$ cat config.mk
export PLATFORM = sky130hd
export DESIGN_NAME = axi_lite_cmd_master_flat
export DESIGN_NICKNAME = d
export VERILOG_FILES = /design/src/rtl/axi_lite_cmd_pkg.sv /design/src/rtl/axi_lite_cmd_master_if.sv /design/src/rtl/axi_lite_cmd_master.sv /design/src/flat_wrapper.sv
export SDC_FILE = /design/constraint.sdc
export NUM_CORES = 1
export LEC_CHECK = 0
export CAP_MARGIN = 15
export CORE_ASPECT_RATIO = 2
export CORE_MARGIN = 4
export CORE_UTILIZATION = 40
export DETAILED_ROUTE_END_ITERATION = 16
export PLACE_DENSITY = 0.77
export SYNTH_ARGS = -nofsm -noshare
export SYNTH_HDL_FRONTEND = slang
export SYNTH_SLANG_ARGS = --single-unit
$ cat constraint.sdc
create_clock -name i_sys_clk -period 12.5 [get_ports i_sys_clk]
set_clock_uncertainty 0.15 [all_clocks]
set_input_delay 2.5 -clock i_sys_clk [delete_from_list [all_inputs] [get_ports i_sys_clk]]
set_output_delay 2.5 -clock i_sys_clk [all_outputs]
set_load 0.02 [all_outputs]
$ cat src/rtl/axi_lite_cmd_pkg.sv
// rtl/axi_lite_cmd_pkg.sv - shared types and constants for the command-driven AXI4-Lite master
package axi_lite_cmd_pkg;

  typedef enum logic [2:0] {
    IDLE    = 3'd0,
    WR      = 3'd1,
    WR_RESP = 3'd2,
    RD_ADDR = 3'd3,
    RD_DATA = 3'd4,
    RSP     = 3'd5
  } state_e;

  localparam logic [1:0] OKAY   = 2'b00;
  localparam logic [1:0] EXOKAY = 2'b01;
  localparam logic [1:0] SLVERR = 2'b10;
  localparam logic [1:0] DECERR = 2'b11;

  localparam logic [2:0] PROT_DATA = 3'b000;
  localparam logic [2:0] PROT_RD   = 3'b001;

  function automatic logic [7:0] sat_inc8(input logic [7:0] v);
    return (v == 8'hFF) ? v : v + 8'd1;
  endfunction

endpackage

$ cat src/rtl/axi_lite_cmd_master_if.sv
// rtl/axi_lite_cmd_master_if.sv - AXI4-Lite channel bundle with master/slave modports
interface axi_lite_cmd_master_if #(
  parameter int ADDR_W = 32,
  parameter int DATA_W = 32
);

  logic [ADDR_W-1:0]   awaddr;
  logic [2:0]          awprot;
  logic                awvalid;
  logic                awready;

  logic [DATA_W-1:0]   wdata;
  logic [DATA_W/8-1:0] wstrb;
  logic                wvalid;
  logic                wready;

  logic [1:0]          bresp;
  logic                bvalid;
  logic                bready;

  logic [ADDR_W-1:0]   araddr;
  logic [2:0]          arprot;
  logic                arvalid;
  logic                arready;

  logic [DATA_W-1:0]   rdata;
  logic [1:0]          rresp;
  logic                rvalid;
  logic                rready;

  modport master (
    output awaddr, awprot, awvalid, wdata, wstrb, wvalid, bready,
           araddr, arprot, arvalid, rready,
    input  awready, wready, bresp, bvalid, arready, rdata, rresp, rvalid
  );

  modport slave (
    input  awaddr, awprot, awvalid, wdata, wstrb, wvalid, bready,
           araddr, arprot, arvalid, rready,
    output awready, wready, bresp, bvalid, arready, rdata, rresp, rvalid
  );

endinterface

$ cat src/rtl/axi_lite_cmd_master.sv
// rtl/axi_lite_cmd_master.sv - executes one register command per AXI4-Lite transaction, with timeout flag and error count
module axi_lite_cmd_master
  import axi_lite_cmd_pkg::*;
#(
  parameter int                          C_AXI_ADDR_WIDTH = 32,
  parameter int                          C_AXI_DATA_WIDTH = 32,
  parameter logic [C_AXI_ADDR_WIDTH-1:0] C_BASE_ADDR      = 'h4000_0000,
  parameter int                          C_OFS_WIDTH      = 16,
  parameter int                          C_TIMEOUT_CYCLES = 1024
) (
  input  logic                          i_sys_clk,
  input  logic                          i_sys_rst,

  input  logic                          i_cmd_valid,
  output logic                          o_cmd_ready,
  input  logic                          i_cmd_wr,
  input  logic [C_OFS_WIDTH-1:0]        i_cmd_addr,
  input  logic [C_AXI_DATA_WIDTH-1:0]   i_cmd_wdata,
  input  logic [C_AXI_DATA_WIDTH/8-1:0] i_cmd_wstrb,

  output logic                          o_rsp_valid,
  input  logic                          i_rsp_ready,
  output logic                          o_rsp_wr,
  output logic [C_AXI_DATA_WIDTH-1:0]   o_rsp_rdata,
  output logic [1:0]                    o_rsp_resp,

  output logic                          o_timeout_err,
  output logic [7:0]                    o_err_cnt,

  axi_lite_cmd_master_if.master         m_axi
);

  localparam int AW   = C_AXI_ADDR_WIDTH;
  localparam int DW   = C_AXI_DATA_WIDTH;
  localparam int SW   = C_AXI_DATA_WIDTH / 8;
  localparam int TW   = $clog2(C_TIMEOUT_CYCLES + 1);
  localparam logic [TW-1:0] TMO_LAST = TW'(C_TIMEOUT_CYCLES - 1);
  localparam logic [TW-1:0] TMO_MAX  = TW'(C_TIMEOUT_CYCLES);

  state_e          state_q, state_d;

  logic            cmd_ready_q, cmd_ready_d;
  logic            awvalid_q, awvalid_d;
  logic            wvalid_q, wvalid_d;
  logic            bready_q, bready_d;
  logic            arvalid_q, arvalid_d;
  logic            rready_q, rready_d;
  logic [AW-1:0]   awaddr_q, awaddr_d;
  logic [AW-1:0]   araddr_q, araddr_d;
  logic [DW-1:0]   wdata_q, wdata_d;
  logic [SW-1:0]   wstrb_q, wstrb_d;

  logic            rsp_valid_q, rsp_valid_d;
  logic            rsp_wr_q, rsp_wr_d;
  logic [DW-1:0]   rsp_rdata_q, rsp_rdata_d;
  logic [1:0]      rsp_resp_q, rsp_resp_d;

  logic [TW-1:0]   tmo_cnt_q, tmo_cnt_d;
  logic            timeout_q, timeout_d;
  logic [7:0]      err_cnt_q, err_cnt_d;

  logic            cmd_hs, aw_hs, w_hs, b_hs, ar_hs, r_hs, rsp_hs;
  logic            wr_done, busy;
  logic [AW-1:0]   cmd_addr_full;

  assign cmd_hs  = i_cmd_valid && cmd_ready_q && (state_q == IDLE);
  assign aw_hs   = awvalid_q && m_axi.awready;
  assign w_hs    = wvalid_q  && m_axi.wready;
  assign b_hs    = bready_q  && m_axi.bvalid;
  assign ar_hs   = arvalid_q && m_axi.arready;
  assign r_hs    = rready_q  && m_axi.rvalid;
  assign rsp_hs  = rsp_valid_q && i_rsp_ready;

  // A channel counts as done once its valid has dropped or is handshaking now
  assign wr_done = !(awvalid_q && !m_axi.awready) && !(wvalid_q && !m_axi.wready);

  assign busy    = (state_q == WR) || (state_q == WR_RESP) ||
                   (state_q == RD_ADDR) || (state_q == RD_DATA);

  // Address arithmetic wraps at the bus width by construction
  assign cmd_addr_full = C_BASE_ADDR + AW'(i_cmd_addr);

  always_ff @(posedge i_sys_clk or posedge i_sys_rst) begin
    if (i_sys_rst) begin
      state_q     <= IDLE;
      cmd_ready_q <= 1'b1;
      awvalid_q   <= 1'b0;
      wvalid_q    <= 1'b0;
      bready_q    <= 1'b0;
      arvalid_q   <= 1'b0;
      rready_q    <= 1'b0;
      awaddr_q    <= '0;
      araddr_q    <= '0;
      wdata_q     <= '0;
      wstrb_q     <= '0;
      rsp_valid_q <= 1'b0;
      rsp_wr_q    <= 1'b0;
      rsp_rdata_q <= '0;
      rsp_resp_q  <= '0;
      tmo_cnt_q   <= '0;
      timeout_q   <= 1'b0;
      err_cnt_q   <= '0;
    end else begin
      state_q     <= state_d;
      cmd_ready_q <= cmd_ready_d;
      awvalid_q   <= awvalid_d;
      wvalid_q    <= wvalid_d;
      bready_q    <= bready_d;
      arvalid_q   <= arvalid_d;
      rready_q    <= rready_d;
      awaddr_q    <= awaddr_d;
      araddr_q    <= araddr_d;
      wdata_q     <= wdata_d;
      wstrb_q     <= wstrb_d;
      rsp_valid_q <= rsp_valid_d;
      rsp_wr_q    <= rsp_wr_d;
      rsp_rdata_q <= rsp_rdata_d;
      rsp_resp_q  <= rsp_resp_d;
      tmo_cnt_q   <= tmo_cnt_d;
      timeout_q   <= timeout_d;
      err_cnt_q   <= err_cnt_d;
    end
  end

  always_comb begin
    state_d = state_q;
    unique case (state_q)
      IDLE:    if (cmd_hs)  state_d = i_cmd_wr ? WR : RD_ADDR;
      WR:      if (wr_done) state_d = WR_RESP;
      WR_RESP: if (b_hs)    state_d = RSP;
      RD_ADDR: if (ar_hs)   state_d = RD_DATA;
      RD_DATA: if (r_hs)    state_d = RSP;
      RSP:     if (rsp_hs)  state_d = IDLE;
      default:              state_d = IDLE;
    endcase
  end

  always_comb begin
    cmd_ready_d = (state_d == IDLE);
    awvalid_d   = awvalid_q;
    wvalid_d    = wvalid_q;
    bready_d    = bready_q;
    arvalid_d   = arvalid_q;
    rready_d    = rready_q;
    awaddr_d    = awaddr_q;
    araddr_d    = araddr_q;
    wdata_d     = wdata_q;
    wstrb_d     = wstrb_q;
    rsp_wr_d    = rsp_wr_q;
    rsp_rdata_d = rsp_rdata_q;
    rsp_resp_d  = rsp_resp_q;
    tmo_cnt_d   = tmo_cnt_q;
    timeout_d   = timeout_q;
    err_cnt_d   = err_cnt_q;

    // Response fields are captured on the bus handshake and presented one cycle into RSP
    rsp_valid_d = (state_q == RSP) && !rsp_hs;

    if (cmd_hs) begin
      rsp_wr_d = i_cmd_wr;
      if (i_cmd_wr) begin
        awvalid_d = 1'b1;
        wvalid_d  = 1'b1;
        awaddr_d  = cmd_addr_full;
        wdata_d   = i_cmd_wdata;
        wstrb_d   = i_cmd_wstrb;
      end else begin
        arvalid_d = 1'b1;
        araddr_d  = cmd_addr_full;
      end
    end

    if (aw_hs) awvalid_d = 1'b0;
    if (w_hs)  wvalid_d  = 1'b0;
    if ((state_q == WR) && wr_done) bready_d = 1'b1;

    if (b_hs) begin
      bready_d    = 1'b0;
      rsp_resp_d  = m_axi.bresp;
      rsp_rdata_d = '0;
    end

    if (ar_hs) begin
      arvalid_d = 1'b0;
      rready_d  = 1'b1;
    end

    if (r_hs) begin
      rready_d    = 1'b0;
      rsp_rdata_d = m_axi.rdata;
      rsp_resp_d  = m_axi.rresp;
    end

    if (rsp_hs && (rsp_resp_q != OKAY)) err_cnt_d = sat_inc8(err_cnt_q);

    // Timeout only flags a stall; the transaction keeps waiting on the slave
    if (state_d != state_q) begin
      tmo_cnt_d = '0;
    end else if (busy) begin
      if (tmo_cnt_q != TMO_MAX)  tmo_cnt_d = tmo_cnt_q + 1'b1;
      if (tmo_cnt_q == TMO_LAST) timeout_d = 1'b1;
    end
  end

  assign o_cmd_ready   = cmd_ready_q;
  assign o_rsp_valid   = rsp_valid_q;
  assign o_rsp_wr      = rsp_wr_q;
  assign o_rsp_rdata   = rsp_rdata_q;
  assign o_rsp_resp    = rsp_resp_q;
  assign o_timeout_err = timeout_q;
  assign o_err_cnt     = err_cnt_q;

  assign m_axi.awaddr  = awaddr_q;
  assign m_axi.awprot  = PROT_DATA;
  assign m_axi.awvalid = awvalid_q;
  assign m_axi.wdata   = wdata_q;
  assign m_axi.wstrb   = wstrb_q;
  assign m_axi.wvalid  = wvalid_q;
  assign m_axi.bready  = bready_q;
  assign m_axi.araddr  = araddr_q;
  assign m_axi.arprot  = PROT_RD;
  assign m_axi.arvalid = arvalid_q;
  assign m_axi.rready  = rready_q;

endmodule

$ cat src/flat_wrapper.sv
// flat-port wrapper written by rule: the top's interface ports become plain ports
module axi_lite_cmd_master_flat import axi_lite_cmd_pkg::*;
#(
  parameter int                          C_AXI_ADDR_WIDTH = 32,
  parameter int                          C_AXI_DATA_WIDTH = 32,
  parameter logic [C_AXI_ADDR_WIDTH-1:0] C_BASE_ADDR      = 'h4000_0000,
  parameter int                          C_OFS_WIDTH      = 16,
  parameter int                          C_TIMEOUT_CYCLES = 1024
)
  (i_sys_clk, i_sys_rst, i_cmd_valid, o_cmd_ready, i_cmd_wr, i_cmd_addr, i_cmd_wdata, i_cmd_wstrb, o_rsp_valid, i_rsp_ready, o_rsp_wr, o_rsp_rdata, o_rsp_resp, o_timeout_err, o_err_cnt, m_axi_awaddr, m_axi_awprot, m_axi_awvalid, m_axi_wdata, m_axi_wstrb, m_axi_wvalid, m_axi_bready, m_axi_araddr, m_axi_arprot, m_axi_arvalid, m_axi_rready, m_axi_awready, m_axi_wready, m_axi_bresp, m_axi_bvalid, m_axi_arready, m_axi_rdata, m_axi_rresp, m_axi_rvalid);
  axi_lite_cmd_master_if #(.ADDR_W(32), .DATA_W(32)) m_axi_i ();
  input  logic i_sys_clk;
  input  logic i_sys_rst;
  input  logic i_cmd_valid;
  output logic o_cmd_ready;
  input  logic i_cmd_wr;
  input  logic [C_OFS_WIDTH-1:0] i_cmd_addr;
  input  logic [C_AXI_DATA_WIDTH-1:0] i_cmd_wdata;
  input  logic [C_AXI_DATA_WIDTH/8-1:0] i_cmd_wstrb;
  output logic o_rsp_valid;
  input  logic i_rsp_ready;
  output logic o_rsp_wr;
  output logic [C_AXI_DATA_WIDTH-1:0] o_rsp_rdata;
  output logic [1:0] o_rsp_resp;
  output logic o_timeout_err;
  output logic [7:0] o_err_cnt;
  output wire logic [$bits(m_axi_i.awaddr)-1:0] m_axi_awaddr;
  output wire logic [$bits(m_axi_i.awprot)-1:0] m_axi_awprot;
  output wire logic [$bits(m_axi_i.awvalid)-1:0] m_axi_awvalid;
  output wire logic [$bits(m_axi_i.wdata)-1:0] m_axi_wdata;
  output wire logic [$bits(m_axi_i.wstrb)-1:0] m_axi_wstrb;
  output wire logic [$bits(m_axi_i.wvalid)-1:0] m_axi_wvalid;
  output wire logic [$bits(m_axi_i.bready)-1:0] m_axi_bready;
  output wire logic [$bits(m_axi_i.araddr)-1:0] m_axi_araddr;
  output wire logic [$bits(m_axi_i.arprot)-1:0] m_axi_arprot;
  output wire logic [$bits(m_axi_i.arvalid)-1:0] m_axi_arvalid;
  output wire logic [$bits(m_axi_i.rready)-1:0] m_axi_rready;
  input wire logic [$bits(m_axi_i.awready)-1:0] m_axi_awready;
  input wire logic [$bits(m_axi_i.wready)-1:0] m_axi_wready;
  input wire logic [$bits(m_axi_i.bresp)-1:0] m_axi_bresp;
  input wire logic [$bits(m_axi_i.bvalid)-1:0] m_axi_bvalid;
  input wire logic [$bits(m_axi_i.arready)-1:0] m_axi_arready;
  input wire logic [$bits(m_axi_i.rdata)-1:0] m_axi_rdata;
  input wire logic [$bits(m_axi_i.rresp)-1:0] m_axi_rresp;
  input wire logic [$bits(m_axi_i.rvalid)-1:0] m_axi_rvalid;
  assign m_axi_awaddr = m_axi_i.awaddr;
  assign m_axi_awprot = m_axi_i.awprot;
  assign m_axi_awvalid = m_axi_i.awvalid;
  assign m_axi_wdata = m_axi_i.wdata;
  assign m_axi_wstrb = m_axi_i.wstrb;
  assign m_axi_wvalid = m_axi_i.wvalid;
  assign m_axi_bready = m_axi_i.bready;
  assign m_axi_araddr = m_axi_i.araddr;
  assign m_axi_arprot = m_axi_i.arprot;
  assign m_axi_arvalid = m_axi_i.arvalid;
  assign m_axi_rready = m_axi_i.rready;
  assign m_axi_i.awready = m_axi_awready;
  assign m_axi_i.wready = m_axi_wready;
  assign m_axi_i.bresp = m_axi_bresp;
  assign m_axi_i.bvalid = m_axi_bvalid;
  assign m_axi_i.arready = m_axi_arready;
  assign m_axi_i.rdata = m_axi_rdata;
  assign m_axi_i.rresp = m_axi_rresp;
  assign m_axi_i.rvalid = m_axi_rvalid;
  axi_lite_cmd_master #(.C_AXI_ADDR_WIDTH(C_AXI_ADDR_WIDTH), .C_AXI_DATA_WIDTH(C_AXI_DATA_WIDTH), .C_BASE_ADDR(C_BASE_ADDR), .C_OFS_WIDTH(C_OFS_WIDTH), .C_TIMEOUT_CYCLES(C_TIMEOUT_CYCLES)) u_core (.i_sys_clk(i_sys_clk), .i_sys_rst(i_sys_rst), .i_cmd_valid(i_cmd_valid), .o_cmd_ready(o_cmd_ready), .i_cmd_wr(i_cmd_wr), .i_cmd_addr(i_cmd_addr), .i_cmd_wdata(i_cmd_wdata), .i_cmd_wstrb(i_cmd_wstrb), .o_rsp_valid(o_rsp_valid), .i_rsp_ready(i_rsp_ready), .o_rsp_wr(o_rsp_wr), .o_rsp_rdata(o_rsp_rdata), .o_rsp_resp(o_rsp_resp), .o_timeout_err(o_timeout_err), .o_err_cnt(o_err_cnt), .m_axi(m_axi_i));
endmodule
Word-level counts from Yosys, hierarchy flattened
Index checks and enable logic that the tools add are counted.
- register bits after elaboration: 165
- output and inout port bits: 157
- input bits: 98
- bitwise gates (word level): 3
- reductions and logical operators: 43
- muxes and demuxes: 26
- eq/ne operators: 10
- add/sub/neg operators: 3
- operators with widths (operator ; count):
    2-to-1 mux 32 bit ; 2
    2-to-1 mux 11 bit ; 3
    adder 31 x 16 -> 32 bit (first input constant) ; 1
    nonzero test 2 bit ; 11
    2-to-1 mux 3 bit ; 6
    case mux 3 bit (6 select lines) ; 1
    logical AND 1 bit ; 14
    AND reduction 2 bit ; 7
    adder 11 x 1 -> 11 bit (second input constant) ; 1
    == test 11 x 10 -> 1 bit (second input constant) ; 1
    2-to-1 mux 1 bit ; 11
    != test 11 bit (second input constant) ; 1
    adder 8 x 1 -> 8 bit (second input constant) ; 1
    == test 8 bit (second input constant) ; 1
    == test 3 x 2 -> 1 bit (second input constant) ; 2
    == test 3 bit (second input constant) ; 2
    logical NOT 3 bit ; 2
    2-to-1 mux 2 bit ; 3
    logical NOT 1 bit ; 5
    == test 3 x 1 -> 1 bit (second input constant) ; 1
    logical OR 1 bit ; 3
    != test 3 bit ; 1
    NOT 1 bit ; 3
    AND reduction 3 bit ; 1
    != test 2 x 1 -> 1 bit (second input constant) ; 1

Logic depth before layout (Yosys ltp)
Gate-level depths: netlist of the first run.
- depth after elaboration: 9
- mapped depth: 7

Worst setup path before layout of the first run
OpenSTA, ideal clock, no wires.
- kind: input port to flip-flop
- start: in i_cmd_valid
- end: reg u_core.araddr_q[0], in the netlist u_core.m_axi.araddr[0]
- cell stages on the path: 4
- data arrival time: 3699 ps
- setup slack: 8526 ps
- cell sequence: nand2_1 nor4b_4 buf_2 mux2_2
- longest elaborated chain between the ends: 3
- RTL lines (what ; RTL line ; text):
    start, declared ; flat_wrapper.sv:14 ; input logic i_cmd_valid;
    logical AND 1 bit (2 in series) ; axi_lite_cmd_master.sv:66 ; assign cmd_hs = i_cmd_valid && cmd_ready_q && (state_q == IDLE);
    AND reduction 2 bit (no line) ; n/a ;
    end signal, assigned ; axi_lite_cmd_master.sv:112 ; araddr_q <= araddr_d;
    end, declared ; axi_lite_cmd_master.sv:49 ; logic [AW-1:0] araddr_q, araddr_d;
Every way passes these cells.
A chain may end at the register's enable or synchronous reset.

Worst setup path after layout of the first run
- start: in i_cmd_valid
- end: reg u_core.timeout_q, in the netlist u_core.o_timeout_err
- longest elaborated chain between the ends: 7
- RTL lines (what ; RTL line ; text):
    logical AND 1 bit (2 in series) ; axi_lite_cmd_master.sv:66 ;
    2-to-1 mux 3 bit ; axi_lite_cmd_master.sv:128 ; IDLE: if (cmd_hs) state_d = i_cmd_wr ? WR : RD_ADDR;
    case mux 3 bit (6 select lines) ; axi_lite_cmd_master.sv:127 ; unique case (state_q)
    != test 3 bit ; axi_lite_cmd_master.sv:197 ; if (state_d != state_q) begin
    NOT 1 bit (no line) ; n/a ;
    AND reduction 3 bit (no line) ; n/a ;
    end signal, assigned ; axi_lite_cmd_master.sv:120 ; timeout_q <= timeout_d;
    end, declared ; axi_lite_cmd_master.sv:59 ; logic timeout_q, timeout_d;
Every way passes these cells.

==> results of run 1 <==
critical path, stage by stage:
cell and delay [ns]:
clkdlybuf4s50_1 0.47, nand2_1 0.13, nor4b_4 0.98, o31ai_1 0.25
o2111ai_4 0.30, o21bai_1 0.14
layout by cell type (no fill, tap or decap), types with 5 or more instances in the layout:
cell type        instances
nor2_2                  11
bufinv_16                5
nand2_1                 15
mux2_2                  34
clkbuf_16               17
mux2i_1                  6
nor2_1                   6
mux2_4                  30
xnor2_1                 13
a22o_1                  32
conb_1                  36
clkdlybuf4s50_1        218
nand2b_1                 5
mux2_1                   6
dfrtp_1                134
nand3_1                  7
inv_1                    7
nand4_1                  5
path summary, 6_finish.rpt:
check,start,endpoint,slack [ns],depth (start not counted)
min reg2reg,u_core.m_axi.araddr[30],u_core.m_axi.araddr[30],0.33,1
max,i_cmd_valid,u_core.o_timeout_err,7.84,6
min,u_core.m_axi.araddr[30],u_core.m_axi.araddr[30],0.33,1
max in group asynchronous,i_sys_rst,u_core.o_rsp_rdata[3],8.29,3
max reg2reg,u_core.o_cmd_ready,u_core.o_timeout_err,9.87,5
min in group asynchronous,i_sys_rst,u_core.m_axi.wstrb[3],2.41,2
power groups by stage:
stage                     combinational [mW]  sequential (mW)  clock [mW]
final                                  0.914            0.706       0.556
after floorplan                        0.340            0.879           0
after global routing                   0.961            0.731       0.587
after detailed placement               0.923            0.710           0
after CTS                              0.926            0.708       0.569
after global placement                 0.904            0.704           0
layer usage:
| layer | wire (µm) | GRT usage (%) | share of wire [%] | vias up |
|---|---|---|---|---|
| met5 | 0 | 0 | 0 | - |
| met4 | 555 | 9.52 | 3.6 | 0 |
| met3 | 849 | 4.20 | 5.5 | 34 |
| met2 | 8680 | 34.6 | 56 | 170 |
| met1 | 5390 | 19.5 | 35 | 2045 |
| li1 | - | - | - | 1859 |
registers in the layout, summed over array words and instances (netlist names), 2 cells and up:
| signal | flops |
|---|---|
| u_core.m_axi.araddr | 17 |
| u_core.m_axi.awaddr | 17 |
| u_core.m_axi.wdata | 32 |
| u_core.m_axi.wstrb | 4 |
| u_core.o_err_cnt | 8 |
| u_core.o_rsp_rdata | 32 |
| u_core.o_rsp_resp | 2 |
| u_core.state_q | 3 |
| u_core.tmo_cnt_q | 11 |
kinds of logic after synthesis:
| family | synth area share (%) |
|---|---|
| flops | 57.7 |
| other cells | 0.128 |
| fa+ha+maj | 0.640 |
| simple gates | 8.03 |
| xor+xnor | 2.54 |
| compound gates | 7.39 |
| buf+inv | 7.24 |
| mux | 16.4 |
synthesized netlist by cell type, drive strengths merged, types with 2 or more instances:
master  number
dfrtp      134
mux2        70
xnor2       13
nor4         3
o21ai        4
conb         2
a21oi        2
nor3b        2
mux2i        6
inv          8
clkbuf       5
and3b        2
or2          2
a22oi        2
a22o        32
nor3         5
nand2b       5
nor2        17
buf         49
and3         3
nand3        7
nor4b        2
nand4        5
xor2         4
ha           3
nand2       16
final cells by class:
cell class,instances,area (µm²),area share [%]
Tap cell,192,240,2.76
Multi-Input combinational cell,259,2190,25.1
Clock inverter,11,194,2.22
Inverter,8,32.5,0.373
Sequential cell,135,3380,38.8
Clock buffer,20,467,5.35
Timing Repair Buffer,222,2210,25.4
==> results.md, run 1 <==
* Status: finished clean
* Top Ports at 255
* Overall Power at 2.18 mW
* Synth top area share at between 50% and 60%
* WL final at roughly 15 mm
* Total grt overflow at 0
* WP data required at approximately 13 ns
* Placed cell count at roughly 820
* Clock transition at the registers of the reported paths at ~0.060 ns
* Seq cells post-synth at 135
* Ranking of synthesized cells by area: dfrtp_1 (57%), mux2_4 (7.7%), mux2_2 (6.5%)
* Initial DRC Count at 107
* Clock share of power at ~26%
* Vias in the first global route at between 4,000 and 5,000
* CTS Buf Count at 17
* Fin crit share at a little under two fifths
* Final core occ at between 60% and 70%
* Chip width at between 90 and 100 µm
* Worst hold slack at around 0.33 ns
* Unrepaired setup endpoints after global routing: false
* Share of cells above drive strength 1 at around a fifth
* WL per Instance at about 18 µm
* Share of total power in combinational logic at between 40% and 50%
* Initial Util at between 40% and 50%
* H-tree Lvls at 4
* Global-route wire length before repair at between 20 and 25 mm
* Antenna diodes at 0
* Net Switching at about 0.73 mW
* CTS Buffer Depth at 2
* Internal Power at between 1 and 1.5 mW
* EDFF count, synth at 0
* Slew Limit Fails at 0
* Sequential element share of the synthesized area at between 50% and 60%
* Crit Path Max Fanout at 18
* Worst vdd ir at 0.000162 V
* Critical Path Sink Type: flop
* Max-cap violation count at 0
* Area after DPL at between 8000 and 9000 µm²
* # rows at 62
* Root Buffer: clkbuf_16
* Sequential power share at 32.4%
* # nets final at 744
* Critical path class: input pin to flop
* Final hold vios at 0
* Die area at between 15,000 and 20,000 µm²
* Final non-filler cell total at approximately 850
* CTS tree: built
* GPL Wtd Cong at between 0.7 and 0.8
* Fillers at 1,145
* Least-Margin Pin Slew at about 1.1 ns
* Ys async rst share at 100%
* Sw Ratio at roughly 34%
* CTS Sinks at approximately 140
* TritonRoute pass-1 iters at 4
* Fmax at between 200 and 250 MHz
* Endpoints failing setup at 0
* Critical path arrival at between 4 and 5 ns
* Die H at roughly 180 µm
* Post-CTS Setup Inserts at 0
* Synth cell types at 56
* Relative slew slack at about a quarter
* Mapped Cells at 422
* Pre-CTS setup slack at around 7.4 ns
* Latest clock arrival within the worst-skew pair at about 0.41 ns
* Final std cell area, no fill at 8720 µm²
* Final worst setup slack at slightly below 8 ns
* Post-CTS sizing at 0
* Largest net degree at the start of global routing at slightly below 80
* HP Class: flop to flop
* Post-synth top area cell: dfrtp_1
* Power Dens Cells at roughly 250 nW/µm²
* Synth-to-Final Area Change at 48.7%
* Vias at 4,108
* Total Routing Usage GR at a little under a fifth
* Synth Warn # at 0
* Hold-fix buffers, CTS at 0
* # DRC at 0
* Via density at 4.85
* Worst setup SP type: input pin
* Final HPWL DP at around 11 mm
* Top_reg_cell synth: dfrtp_1
* Mean area per synthesized cell at 13.9 µm²
* IO buf count at around 220
* Initial antenna violation count at 0
* Final TNS setup at 0 ns
* Core Region at about 14,000 µm²
* Tmin final at ~4.7 ns
* P_leak at around 3.9 nW
* Antenna viol nets, final at 0
* Synth Cell Area at just under 6000 µm²
No activity file was read; power rests on OpenSTA's default activity.
==> run 2, diff against run 1 <==
- CORE_UTILIZATION: 40 -> 38
- PLACE_DENSITY: 0.77 -> 0.76
- clock period: 12.5 -> 3.8 ns (I/O delays scaled with it)
==> run 2 against run 1 <==
  * Critical path depth unchanged
  * Worst hold slack better by 0.0054 ns
  * Global-route usage rose by 0.054 points
  * Power rose to 3.3 times the previous value
  * Flip-flop and latch count unchanged
  * Final cell count grew 1.1%
  * Clock power rose to 3.2 times the previous value
  * Sequential power grew to 3.3 times the previous value
  * Critical path type unchanged
==> results.md, run 2 (synthesis results as in run 1) <==
* Status: finished clean (unchanged)
* Endpoints failing setup at 0 (unchanged)
* Tmin final at 2.55 ns
* Final worst setup slack at 1.25 ns (was 7.84 ns)
* Vias at 4,145 (was 4,108)
* Overall Power at 7.12 mW (was 2.18 mW)
* Power Dens Cells at 812 nW/µm² (was 250 nW/µm²)
* Reg2reg start: u_core.state_q[0] (was u_core.o_cmd_ready)
* R2R cell count at 5 (unchanged)
* Largest net degree at the start of global routing at 61 (was 78)
* Initial Util at 38.5% (was 40.8%)
* # nets final at 746 (was 744)
* Antenna diodes at 0 (unchanged)
* Critical Path Sink Type: flop (unchanged)
* Least-Margin Pin Slew at 0.787 ns (was 1.12 ns)
* CTS tree: built (unchanged)
* Max-cap violation count at 0 (unchanged)
* P_leak at 3.89 nW (about the same)
* R2R setup slack at 1.41 ns (was 9.87 ns)
* Final core occ at 57.6% (was 60.7%)
* Unrepaired setup endpoints after global routing: false (unchanged)
* Relative slew slack at 47.4% (was 25.0%)
* Post-CTS Setup Inserts at 0 (unchanged)
* Pre-CTS setup slack at 0.807 ns (was 7.39 ns)
* Commonest non-fill, non-tap cell in the layout: clkdlybuf4s50_1 (unchanged)
* Final TNS setup at 0 ns (unchanged)
* H-tree Lvls at 4 (unchanged)
* Clock transition at the registers of the reported paths at 0.06 ns (about the same)
* HP Class: flop to flop (unchanged)
* CP endpoint: u_core.m_axi.awaddr[1] (was u_core.o_timeout_err)
* WL final at 15.6 mm (was 15.5 mm)
* Commonest cells after routing, fill and taps aside: clkdlybuf4s50_1 (218), dfrtp_1 (134), conb_1 (36), mux2_2 (34), a22o_1 (32) (unchanged)
* Worst vdd ir at 0.000425 V (was 0.000162 V)
* GPL Wtd Cong at 0.776 (was 0.800)
* Final hold vios at 0 (unchanged)
* FF-to-FF End: u_core.o_timeout_err (unchanged)
* Vias in the first global route at 4,644 (was 4,512)
* Die area at 17,600 µm² (was 16,800 µm²)
* Die H at 184 µm (was 179 µm)
* Fin crit share at between 60% and 70%
* TritonRoute pass-1 iters at 4 (unchanged)
* Share of cells above drive strength 1 at 19.0% (was 18.8%)
* Via density at 4.84 (was 4.85)
* Initial DRC Count at 135 (was 107)
* Placed cell count at 824 (was 816)
* Total Routing Usage GR at 18.8% (was 18.7%)
* Worst hold slack at 0.331 ns (was 0.326 ns)
* CTS Buf Count at 17 (unchanged)
* Latest clock arrival within the worst-skew pair at 0.41 ns (about the same)
* Post-CTS sizing at 0 (unchanged)
* Top Ports at 255 (unchanged)
* Final HPWL DP at 11.4 mm (was 11.5 mm)
* Critical path class: input pin to flop (unchanged)
* Total grt overflow at 0 (unchanged)
* Area after DPL at 8120 µm² (was 8060 µm²)
* Antenna viol nets, final at 0 (unchanged)
* Critical path arrival at 2.69 ns (was 4.77 ns)
* Crit Path Max Fanout at 42 (was 18)
* Global-route wire length before repair at 24.9 mm (was 23.9 mm)
* Initial antenna violation count at 0 (unchanged)
* WP data required at 3.94 ns (was 12.62 ns)
* Worst setup path start: i_cmd_valid (unchanged)
* Root Buffer: clkbuf_16 (unchanged)
* Chip width at 95.8 µm (was 93.6 µm)
* CTS Sinks at 135 (unchanged)
* Fmax at ~390 MHz
* Fillers at 1,241 (was 1,145)
* Final non-filler cell total at 856 (was 847)
* IO buf count at 218 (unchanged)
* Hold-fix buffers, CTS at 0 (unchanged)
* # rows at 64 (was 62)
* # DRC at 0 (unchanged)
* Synth-to-Final Area Change at 49.4% (was 48.7%)
* WL per Instance at 18.3 µm (about the same)
* Core Region at 15,200 µm² (was 14,400 µm²)
* Final std cell area, no fill at 8760 µm² (was 8720 µm²)
* Slew Limit Fails at 0 (unchanged)
* Worst setup SP type: input pin (unchanged)
* CTS Buffer Depth at 2 (unchanged)
run 2: worst min path at each step:
stage	to	startpoint	slack, ns	cells past startpoint
floorplan	u_core.tmo_cnt_q[10]	u_core.tmo_cnt_q[10]	0.37	2
global placement	u_core.m_axi.awaddr[30]	u_core.m_axi.awaddr[30]	0.30	1
detailed placement	u_core.m_axi.araddr[30]	u_core.m_axi.araddr[30]	0.31	1
CTS	u_core.o_rsp_wr	u_core.o_rsp_wr	0.33	2
global route	u_core.m_axi.araddr[30]	u_core.m_axi.araddr[30]	0.35	1
finish	u_core.o_rsp_wr	u_core.o_rsp_wr	0.33	2
run 2: area by class of cell:
cell class,count,area [µm²],area share [%]
Timing Repair Buffer,224,2260,25.9
Inverter,8,33.8,0.386
Multi-Input combinational cell,259,2190,25.0
Tap cell,198,248,2.83
Sequential cell,135,3380,38.6
Clock inverter,11,170,1.94
Clock buffer,21,470,5.37
run 2: power breakdown:
part / internal, mW / switching, mW / leakage [nW]
Clock: 1.15 / 0.616 / 0.306
Combinational: 1.57 / 1.44 / 1.87
Sequential: 1.97 / 0.371 / 1.71
run 2: layer usage:
layer	up-vias	wire [µm]	part of all wire (%)	track usage (%)
li1	1858	-	-	-
met1	2072	5410	35	20.2
met2	188	8710	56	33.2
met3	27	1040	6.6	5.57
met4	0	486	3.1	8.38
met5	-	0	0	0
run 2: worst max-delay path, stage by stage:
cell,delay [ns]
clkdlybuf4s50_1,0.46
nand2_1,0.12
nor4_2,0.26
nand2_2,0.38
buf_12,0.33
mux2_1,0.35
